$ cat src/rtl/if_fetch_stage.sv
// Instruction-fetch stage: owns the PC, drives a 1-cycle-latency instruction memory,
// and presents {pc, instr, valid} to IF/ID with a 1-entry skid buffer for stalls.
module if_fetch_stage #(
    parameter int unsigned     XLEN     = 32,
    parameter logic [XLEN-1:0] RESET_PC = '0,
    parameter int unsigned     PC_STEP  = 4
) (
    input  logic            clk,
    input  logic            rest,
    input  logic            stall,
    input  logic            redirect,
    input  logic [XLEN-1:0] redirect_pc,
    output logic            imem_en,
    output logic [XLEN-1:0] imem_addr,
    input  logic [XLEN-1:0] imem_rdata,
    output logic            if_valid,
    output logic [XLEN-1:0] if_pc,
    output logic [XLEN-1:0] if_instr
);

    localparam logic [XLEN-1:0] ALIGN_MASK = ~XLEN'(3);
    localparam logic [XLEN-1:0] STEP       = XLEN'(PC_STEP);

    typedef enum logic [1:0] {
        BOOT = 2'd0,
        RUN  = 2'd1,
        HOLD = 2'd2
    } state_e;

    typedef struct packed {
        logic [XLEN-1:0] pc;
        logic [XLEN-1:0] instr;
    } fetch_pkt_t;

    state_e          state_q, state_d;
    logic [XLEN-1:0] pc_q, pc_d;
    logic            req_q, req_d;
    logic [XLEN-1:0] req_pc_q, req_pc_d;
    fetch_pkt_t      skid_q, skid_d;

    logic [XLEN-1:0] target_c;
    logic            resp_c;
    logic            skid_v_c;

    // Word-aligned redirect target; a redirect kills the response landing this cycle.
    always_comb begin
        target_c = redirect_pc & ALIGN_MASK;
        resp_c   = req_q & ~redirect;
        skid_v_c = (state_q == HOLD);
    end

    // Next-state, request issue and presentation.
    always_comb begin
        state_d   = state_q;
        pc_d      = pc_q;
        req_d     = 1'b0;
        req_pc_d  = req_pc_q;
        skid_d    = skid_q;
        imem_en   = 1'b0;
        imem_addr = redirect ? target_c : pc_q;
        if_valid  = 1'b0;
        if_pc     = '0;
        if_instr  = '0;

        case (state_q)
            BOOT: begin
                state_d = RUN;
            end
            RUN: begin
                imem_en = redirect | ~stall;
                if (resp_c) begin
                    if_valid = 1'b1;
                    if_pc    = req_pc_q;
                    if_instr = imem_rdata;
                    if (stall) begin
                        state_d      = HOLD;
                        skid_d.pc    = req_pc_q;
                        skid_d.instr = imem_rdata;
                    end
                end
            end
            HOLD: begin
                imem_en = redirect | ~stall;
                // Skid contents are wrong-path once a redirect arrives.
                if (skid_v_c && !redirect) begin
                    if_valid = 1'b1;
                    if_pc    = skid_q.pc;
                    if_instr = skid_q.instr;
                end
                if (redirect || !stall) begin
                    state_d = RUN;
                end
            end
            default: begin
                state_d = BOOT;
            end
        endcase

        if (imem_en) begin
            pc_d = imem_addr + STEP;
        end
        req_d    = imem_en;
        req_pc_d = imem_addr;
    end

    always_ff @(posedge clk or negedge rest) begin
        if (!rest) begin
            state_q  <= BOOT;
            pc_q     <= RESET_PC;
            req_q    <= 1'b0;
            req_pc_q <= '0;
            skid_q   <= '0;
        end else begin
            state_q  <= state_d;
            pc_q     <= pc_d;
            req_q    <= req_d;
            req_pc_q <= req_pc_d;
            skid_q   <= skid_d;
        end
    end

endmodule
$ cat config.mk
export PLATFORM = sky130hd
export DESIGN_NAME = if_fetch_stage
export DESIGN_NICKNAME = d
export VERILOG_FILES = /design/src/rtl/if_fetch_stage.sv
export SDC_FILE = /design/constraint.sdc
export NUM_CORES = 1
export LEC_CHECK = 0
export CAP_MARGIN = 20
export CORE_MARGIN = 2
export CORE_UTILIZATION = 40
export DETAILED_ROUTE_END_ITERATION = 10
export HOLD_SLACK_MARGIN = 0.06
export PLACE_DENSITY = 0.71
export SYNTH_ARGS = -nofsm -noshare
export SYNTH_HDL_FRONTEND = slang
export SYNTH_SLANG_ARGS = --single-unit
$ cat constraint.sdc
create_clock -name clk -period 1.94 [get_ports clk]
set_input_delay 0.194 -clock clk [delete_from_list [all_inputs] [get_ports clk]]
set_output_delay 0.194 -clock clk [all_outputs]
set_load 0.01 [all_outputs]
==> out/qor_table.md <==
| Result | Value |
| --- | --- |
| Status | finished with violations |
| Violations in the final reports | setup timing |
| Post-synthesis register bit count | 131 |
| Global-route wire length before repair | 31.4 mm |
| Routed Antenna Nets | 0 |
| Share of the yosys chip area belonging to registers | 48.3% |
| Required time of the critical path | 1750 ps |
| Hold path cells | 3 |
| Count of buffers inserted at the top-level ports | 163 |
| Clock buffer count from CTS | 17 |
| Ys async rst share | 100% |
| RSZ-0062 raised after global routing | yes |
| Site Rows | 47 |
| Initial DRC Count | 444 |
| Initial DRT Pass Iterations | 6 |
| Net total in the final layout | 980 |
| CTS clk-pin slew, worst paths | 50 ps |
| DRT Wirelength | 23.2 mm |
| TritonCTS clock tree | yes |
| Worst-case reg-to-reg path depth | 8 |
| Number of global-route vias before repair | 5997 |
| Critical Path AT | 2010 ps |
| Sort of element at the start of the critical path | flip-flop |
| Switching pwr | 4.81 mW |
| Leakage | 4.79 nW |
| Largest clock skew in the final design | 10.3 ps |
| Fraction of post-synthesis cell area in the top cell type by area | 48.3% |
| Area of the core | 16600 um^2 |
| Relative contribution of sequential cells to total power | 34.4% |
| Design internal power | 9.15 mW |
| Number of primary I/O pins | 166 |
| Highest-count cells in the layout ignoring fill and taps | dfrtp_1, buf_4, clkdlybuf4s50_1 |
| Final worst setup slack | -264 ps |
| Peak clock frequency supported by timing | 454 MHz |
| Combinational share of power | 43.7% |
| CTS Sinks | 131 |
| HP Start | redirect |
| Switching Fraction | 34.4% |
| Hold Path Sink | req_pc_q[6] |
| Final Non-Filler Cells | 1138 |
| Number of antenna diodes | 0 |
| Worst hold-check path type | primary input to flip-flop |
| Cell Chain, Critical Path | buf_6 > ha_4 > nor2b_4 > buf_6 > buf_12 > buf_6 > a22oi_2 > nor2b_1 > buf_2 |
| Pin count of the biggest net entering global routing | 55 |
| Worst reg2reg setup slack | -10 ps |
| Endpoint class of the critical path | primary output |
| Largest cells by area after synthesis | dfrtp_1, mux2_2, a22oi_1 |
| GR Layer Usage met2 | 34.8% |
| Layout cells sized above 1 | 44.4% |
| Launching point of the worst reg2reg path | state_q[1] |
| Clock share of power | 21.9% |
| Number of H-tree branching levels | 4 |
| End of the worst register-to-register path | pc_q[29] |
| Final routed DRC violation total | 0 |
| Worst setup slack before clock tree synthesis | -401 ps |
| Critical-path cell with the highest stage delay | dfrtp_1 |
| Placed Cells | 1069 |
| Sum of overflow across all layers after global routing | 0 |
| Final count of hold timing violations | 0 |
| Path type of the worst setup path | flip-flop to primary output |
| Slew at the pin closest to its max-slew limit | 534 ps |
| Setup violations, final | 66 |
| Die area | 18000 um^2 |
| Most common cell after layout, fill and taps aside | dfrtp_1 |
| Synthesis Warnings | 0 |
| Portion of the clock cycle consumed by the worst path in the final layout | 114% |
| Buffers & Inverters on Critical Path | 5 |
| Library cells used by synthesis | 49 |
| Headroom to the max-slew limit | 64.4% |
| Pwr per Cell Area | 1290 nW/um^2 |
| Avg Cell Area, Syn | 10.9 um^2 |
| Detailed-route vias per instance | 5.47 |
| Antenna violations before repair | 0 |
| Top Family by Delay on Critical Path | buffers and inverters |
| Die height | 134 um |
| Mapped Cells | 626 |
| Syn_nets | 699 |
| Summed instance area of the synthesized netlist | 6790 um^2 |
| Post-Layout Inst Area | 10800 um^2 |
| Placed inst area | 9440 um^2 |
| DP Wirelength | 14.3 mm |
| Clock latency at the later pin of the worst-skew pair | 420 ps |
| Met3 GRT Util | 4.54% |
| Die width | 134 um |
| Max-slew violations | 0 |
| GRT met1 Usage | 31.2% |
| Number of maximum-capacitance constraint violations | 0 |
| Most common flop cell mapped by yosys | dfrtp_1 |
| Routed len/inst | 20.4 um |
| Final worst hold slack | 231 ps |
| Worst voltage drop across the vdd grid | 0.000811 V |
| EDFF count, synth | 0 |
| Initial cell density of the core | 41.0% |
| CTS max path bufs | 2 |
| Maximum net fanout on the critical path | 6 |
| GRT Overall Usage | 22.0% |
| Layer with the highest usage after global routing | met2 |
| Area growth syn-to-layout | 59.3% |
| Post-route minimum period | 2200 ps |
| Library cell occupying the most area in the post-synthesis netlist | dfrtp_1 |
| CTS root buffer | clkbuf_16 |
| Largest stage delay, worst path | 410 ps |
| Routability Congestion | 0.878 |
| Dominant cell type by count on the critical path | buf_6 |
| Via count | 6224 |
## flip-flops by register name, summed over array words and instances (netlist names)
register	cells
req_q	1
req_pc_q	32
state_q	2
skid_q	64
pc_q	32
## metal layers
metal / wire (um) / vias up / share of wire, %
met3: 1340 / 46 / 5.8
met5: 0 / - / 0
met4: 520 / 0 / 2.2
li1: - / 2854 / -
met1: 10000 / 3068 / 43
met2: 11300 / 256 / 49
## worst min-delay path, cell delays in order
cell and delay, ps:
buf_4 190, mux2i_1 130, inv_1 90
## power by group through the flow
stage | logic [mW] | clock network, mW | registers, mW
finish | 6.10 | 3.06 | 4.80
global route | 6.48 | 3.24 | 4.90
CTS | 5.06 | 3.09 | 4.60
detailed placement | 4.90 | 0 | 4.61
global placement | 4.74 | 0 | 4.53
floorplan | 2.78 | 0 | 4.38
## cells in the mapped netlist (5+ instances only)
master / instances
nand3_1: 18
nor2_1: 7
a22oi_1: 69
xnor2_1: 12
and4_1: 5
inv_1: 14
clkbuf_1: 28
nand4_1: 9
ha_1: 5
buf_2: 12
nand3b_1: 12
o31ai_1: 6
a31oi_1: 5
o21ai_0: 20
and3_1: 6
nor2b_1: 70
mux2i_1: 13
dfrtp_1: 131
nand2_1: 48
mux2_2: 81
## cells by family after synthesis
| logic type | Yosys count | share of synthesized area [%] |
|---|---|---|
| adder cells (fa/ha/maj) | 5 | 0.921 |
| AO/OA/AOI/OAI | 130 | 13.8 |
| multiplexers | 94 | 15.3 |
| XOR/XNOR | 16 | 2.06 |
| AND/OR/NAND/NOR | 192 | 16.1 |
| flip-flops | 131 | 48.3 |
| buffers and inverters | 58 | 3.59 |
## layout make-up
type,instances,area (um^2)
Tap cell,220,275
Clock inverter,6,80.1
Timing Repair Buffer,304,2850
Multi-Input combinational cell,438,3800
Inverter,15,63.8
Clock buffer,24,472
Fill cell,1258,5760
Sequential cell,131,3280
## how the worst max path moves through the flow
stage / slack (ps) / end / from / depth (start not counted)
global placement: -340 / pc_q[22] / redirect_pc[3] / 8
CTS: -360 / imem_en / state_q[1] / 5
floorplan: -340 / pc_q[22] / redirect / 12
detailed placement: -400 / pc_q[22] / redirect_pc[3] / 8
finish: -260 / if_pc[26] / state_q[1] / 9
global route: -320 / if_pc[18] / state_q[0] / 9
## through the flow
stage	power, mW	utilization (%)	TNS [ps]
final	14.0	65.3	-13140
after global routing	14.6	65.3	-18110
after CTS	12.7	60.3	-13920
after detailed placement	9.51	56.9	-20550
after global placement	9.28	56.9	-13080
after floorplan	7.16	-	-1810
## repair_timing
| item | 4_1_cts | 5_1_grt |
|---|---|---|
| hold endpoints to repair | 51 | 0 |
| hold buffers | 1 | 0 |
| pin swaps | 3 | 48 |
| setup endpoints to repair | 88 | 149 |
| cloned | 4 | 15 |
| gates resized for setup | 299 | 110 |
| setup buffers | 8 | 13 |
(Power assumes the default switching activity.)
